==> config.mk <==
export PLATFORM = sky130hd
export DESIGN_NAME = palu_pipe
export DESIGN_NICKNAME = d
export VERILOG_FILES = /design/src/rtl/palu_pkg.sv /design/src/rtl/palu_core.sv /design/src/rtl/palu_pipe.sv
export SDC_FILE = /design/constraint.sdc
export NUM_CORES = 1
export LEC_CHECK = 0
export ABC_AREA = 1
export BUFFER_PORTS_ARGS = -buffer_cell sky130_fd_sc_hd__buf_2
export CORE_ASPECT_RATIO = 0.75
export CORE_UTILIZATION = 59
export DETAILED_ROUTE_END_ITERATION = 16
export GPL_TIMING_DRIVEN = 0
export MAX_ROUTING_LAYER = met4
export PLACE_DENSITY = 0.81
export SLEW_MARGIN = 20
export SYNTH_ARGS = -nofsm -noshare
export SYNTH_HDL_FRONTEND = slang
export SYNTH_SLANG_ARGS = --single-unit
export TNS_END_PERCENT = 10
==> constraint.sdc <==
create_clock -name clk -period 2.3 [get_ports clk]
set_clock_uncertainty 0.15 [all_clocks]
set_input_delay 0.345 -clock clk [delete_from_list [all_inputs] [get_ports clk]]
set_output_delay 0.345 -clock clk [all_outputs]
set_load 0.005 [all_outputs]
==> src/rtl/palu_pkg.sv <==
// Shared op encoding for the pipelined ALU.
package palu_pkg;

    typedef logic [2:0] op_t;

    localparam op_t OP_ADD  = 3'd0;
    localparam op_t OP_NOTB = 3'd1;
    localparam op_t OP_AND  = 3'd2;
    localparam op_t OP_OR   = 3'd3;
    localparam op_t OP_SUB  = 3'd4;
    localparam op_t OP_XOR  = 3'd5;
    localparam op_t OP_SHL  = 3'd6;
    localparam op_t OP_SHR  = 3'd7;

endpackage

==> src/rtl/palu_core.sv <==
// Combinational ALU datapath: result, carry/borrow/lost-bits flag, zero and negative.
module palu_core
    import palu_pkg::*;
#(
    parameter int unsigned W = 8
) (
    input  op_t          op,
    input  logic [W-1:0] a,
    input  logic [W-1:0] b,
    output logic [W-1:0] f,
    output logic         ovf,
    output logic         zero,
    output logic         neg
);

    localparam int unsigned SW = $clog2(W);

    logic [SW-1:0]  sh_amt;
    logic [W:0]     sum;
    logic [W:0]     diff;
    logic [2*W-1:0] shl_wide;
    logic [2*W-1:0] shr_wide;

    // Shifts run in a double-width window so the lost bits land in the spare half.
    always_comb begin
        sh_amt   = b[SW-1:0];
        sum      = {1'b0, a} + {1'b0, b};
        diff     = {1'b0, a} - {1'b0, b};
        shl_wide = {{W{1'b0}}, a} << sh_amt;
        shr_wide = {a, {W{1'b0}}} >> sh_amt;
    end

    always_comb begin
        f   = '0;
        ovf = 1'b0;
        case (op)
            OP_ADD: begin
                f   = sum[W-1:0];
                ovf = sum[W];
            end
            OP_NOTB: f = ~b;
            OP_AND:  f = a & b;
            OP_OR:   f = a | b;
            OP_SUB: begin
                f   = diff[W-1:0];
                ovf = diff[W];
            end
            OP_XOR:  f = a ^ b;
            OP_SHL: begin
                f   = shl_wide[W-1:0];
                ovf = |shl_wide[2*W-1:W];
            end
            OP_SHR: begin
                f   = shr_wide[2*W-1:W];
                ovf = |shr_wide[W-1:0];
            end
            default: begin
                f   = '0;
                ovf = 1'b0;
            end
        endcase
    end

    assign zero = (f == '0);
    assign neg  = f[W-1];

endmodule

==> src/rtl/palu_pipe.sv <==
// Two-stage valid/ready ALU pipeline with sticky overflow and saturating overflow counter.
module palu_pipe
    import palu_pkg::*;
#(
    parameter int unsigned W  = 8,
    parameter int unsigned CW = 8
) (
    input  logic          clk,
    input  logic          rst_n,
    input  logic          in_valid,
    output logic          in_ready,
    input  op_t           op,
    input  logic [W-1:0]  a,
    input  logic [W-1:0]  b,
    output logic          out_valid,
    input  logic          out_ready,
    output logic [W-1:0]  f,
    output logic          ovf,
    output logic          zero,
    output logic          neg,
    output logic          ovf_sticky,
    output logic [CW-1:0] ovf_count,
    input  logic          ovf_clr
);

    localparam logic [CW-1:0] CNT_MAX = {CW{1'b1}};

    logic         s1_valid;
    op_t          s1_op;
    logic [W-1:0] s1_a;
    logic [W-1:0] s1_b;

    logic         adv1;
    logic         adv2;
    logic         ovf_event;

    logic [W-1:0] core_f_c;
    logic         core_ovf_c;
    logic         core_zero_c;
    logic         core_neg_c;

    // Stage advance depends only on registered state and out_ready.
    assign adv2      = !out_valid || out_ready;
    assign adv1      = !s1_valid || adv2;
    assign in_ready  = adv1;
    assign ovf_event = out_valid && out_ready && ovf;

    always_ff @(posedge clk or negedge rst_n) begin
        if (!rst_n) begin
            s1_valid <= 1'b0;
            s1_op    <= OP_ADD;
            s1_a     <= '0;
            s1_b     <= '0;
        end else if (adv1) begin
            s1_valid <= in_valid;
            if (in_valid) begin
                s1_op <= op;
                s1_a  <= a;
                s1_b  <= b;
            end
        end
    end

    palu_core #(
        .W (W)
    ) u_core (
        .op   (s1_op),
        .a    (s1_a),
        .b    (s1_b),
        .f    (core_f_c),
        .ovf  (core_ovf_c),
        .zero (core_zero_c),
        .neg  (core_neg_c)
    );

    always_ff @(posedge clk or negedge rst_n) begin
        if (!rst_n) begin
            out_valid <= 1'b0;
            f         <= '0;
            ovf       <= 1'b0;
            zero      <= 1'b0;
            neg       <= 1'b0;
        end else if (adv2) begin
            out_valid <= s1_valid;
            if (s1_valid) begin
                f    <= core_f_c;
                ovf  <= core_ovf_c;
                zero <= core_zero_c;
                neg  <= core_neg_c;
            end
        end
    end

    // A delivered overflow beats a same-cycle clear: the count restarts at one.
    always_ff @(posedge clk or negedge rst_n) begin
        if (!rst_n) begin
            ovf_sticky <= 1'b0;
            ovf_count  <= '0;
        end else if (ovf_event) begin
            ovf_sticky <= 1'b1;
            if (ovf_clr) begin
                ovf_count <= CW'(1);
            end else if (ovf_count != CNT_MAX) begin
                ovf_count <= ovf_count + CW'(1);
            end
        end else if (ovf_clr) begin
            ovf_sticky <= 1'b0;
            ovf_count  <= '0;
        end
    end

endmodule

==> impl_metrics.toml <==
[placed_design]
port_buffers = 45
dp.cells = 661
dp_hpwl_um = 8750
gp_congestion = 0.976
dpl_cell_area_mm2 = 0.00390
place_ws_ns = -0.133

[timing]
clock.fmax_mhz = 439
hold_violations = 0
rsz0062_at_grt = "true"
final.setup.tns_ns = 0
fin_crit_ns = 2.28
fin_crit_sh = 0.991
tightest_slew_ns = 0.911
slew_headroom = 0.392
setup_viol = 0
fin_ws_ns = 0.0208
slew_viol_final = 0

[worst_hold_path]
holdCritPathClass = "primary input to asynchronous set/reset pin"

[pwr]
finalPower_uw = 3210
p_per_area_mw_per_mm2 = 765
leakagePower_uw = 0.00219
irDropWorstVdd_mv = 0.512

[worst_setup_path]
cp_max_fo = 4
required_ns = 2.38
path_common_cell = "nand2_1"
r2r-end = "zero"
slowest_delay_ns = 0.53
crit_path_cell_trace = "inv_4, ha_4, fa_2, nand3b_1, nand2_1, inv_1, nand2_2, nor2_2, nand2_1, nand2_1, nand3_1, nor2_1, nand3_1, nand2_1"
crit_path_start_kind = "flip-flop"
crit_arrival_ns = 2.36
endpoint_kind = "flip-flop"
rrSetupSlack_ns = 0.02
reg2reg_from = "s1_a[0]"
crit_slowest_cell = "fa_2"
r2r_cells = 14
crit_type = "flip-flop to flip-flop"
startpoint = "s1_a[0]"

[synth]
ys_async_sr_fraction = 1.00
netlist_instances = 538
ys_warn_count = 0
postSynthAreaPerCell_um2 = 6.65
netlist.area_leader.share = 0.280
synth_area_leaders = "dfrtp_1, nand2_1, nand3_1"
ys_dominant_reg_cell = "dfrtp_1"
yosysMostFrequentCell = "nand2_1"
ys_seq_elements = 40
synth_commonest_cells = "nand2_1, nand3_1, nor2_1, inv_1, dfrtp_1"
ys_seq_area_frac = 0.280
synth-edff-count = 0
syn_area_mm2 = 0.00358
synth_nets = 590
yosysTopAreaCell = "dfrtp_1"
synth_cell_types = 39

[floorplanning]
num_io_pins = 46
core_mm2 = 0.00583
die_height_um = 69.5
die_x_um = 91.9
rows = 24
initial_core_util = 0.614
die_area_mm2 = 0.00639

[layout]
fin_cells = 684
area_growth_pct = 17.2
nets = 658
final_area_mm2 = 0.00420
drive_gt1_frac = 0.234
n_antenna_cell = 0

[global_routing]
grt_max_degree = 41
grt_usage = 0.377
antenna_found_initial = 0
grt_pass1_vias = 3624
grt_pass1_wl_um = 18200
grt-ovfl-total = 0

[clocking]
clkSinkCount = 40
cts.reportedPaths.clkPinSlew_ns = 0.08
cts_made_buffers = 5
worst_skew_pair.late_latency_ns = 0.29
cts_htree_levels = 2
root_buffer = "clkbuf_8"
cts_tree = "yes"
clockBufferDepth = 2

[route]
drc = 0
drt-total-wl_um = 11300
drt_iter0_markers = 480
ant_nets = 0
drt_first_pass_iters = 5
vias_per_cell = 5.77
wire_per_inst_um = 16.6
via_count = 3946

[outcome]
status = "complete, no violations"

[run]
drv.max_cap_violation_count = 0
## registers in the layout, summed over array words and instances (netlist names), 3 cells and up
register	flops
f	8
s1_a	8
ovf_count	8
s1_b	8
s1_op	3
## routing by layer
metal  wire length (um)  part of all wire  GRT usage  up-vias
met3               1200              0.11     0.0976       32
li1                   -                 -          -     1873
met1               5050              0.45      0.539     1820
met5                  0                 0          -        -
met4                231             0.020     0.0608        0
met2               4850              0.43      0.551      221
## area by class of cell
type	instances	area, um^2
buffer	17	136
clock buffer	6	72.6
clock inverter	1	5.00
fill	511	1630
inverter	63	248
multi-input combinational	418	2280
sequential	40	1010
tap	78	97.6
timing repair buffer	61	345
## worst max-delay path, delay by kind of cell, from the launching register on
| family | cells | cell delay (ns) |
|---|---|---|
| flip-flops | 1 | 0.43 |
| AND/OR/NAND/NOR | 10 | 0.82 |
| buffers and inverters | 2 | 0.13 |
| adder cells (fa/ha/maj) | 2 | 0.69 |
## cell families after synthesis
family / share of synthesized area
AND/OR/NAND/NOR: 0.404
buffers and inverters: 0.101
AO/OA/AOI/OAI: 0.103
flip-flops: 0.280
adder cells (fa/ha/maj): 0.102
XOR/XNOR: 0.00979
## worst max-delay path by stage
stage / to / slack (ns) / cells after the start
floorplan: zero / 0.24 / 13
global placement: zero / -0.13 / 14
detailed placement: zero / -0.13 / 14
CTS: zero / 0.002 / 14
global route: zero / -0.04 / 14
finish: zero / 0.02 / 14
## per-stage QoR
stage,util,hold WS [ns]
finish,0.720,0.0368
global route,0.720,0.0863
CTS,0.689,0.0600
detailed placement,0.670,0.312
global placement,0.670,0.309
floorplan,-,-0.101
## cells in the final DEF, fill, tap and decap left out, types with 2 or more instances in the layout
cell type and count:
clkbuf_1 5, o21ai_0 12, o21ai_1 7, nor2_1 58, buf_2 48, nand3_2 4
fa_2 2, nand2_2 4, nand2_1 140, nor2_2 9, inv_1 50, a21oi_2 6
nor3_1 6, buf_6 5, nand2_4 6, buf_4 19, xor2_1 2, inv_4 3
dfrtp_2 10, clkbuf_8 5, a21oi_1 33, ha_2 3, inv_2 8, nand4_1 8
o21ai_2 2, nand3b_1 3, dfrtp_1 30, xnor2_1 2, nand3_1 76, o21a_1 2
ha_1 22
## power breakdown
part / internal [uW] / leakage (uW) / switching, uW
sequential: 849 / 0.000477 / 119
combinational: 656 / 0.00167 / 1130
clock: 207 / 0.0000410 / 246
## what timing repair did
action,4_1_cts,5_1_grt
gates resized for setup,15,24
hold buffers,0,0
endpoints found under the setup margin,4,6
pin swaps,0,6
buffers inserted,2,14
Note: power is estimated with default switching activity, not from simulation.
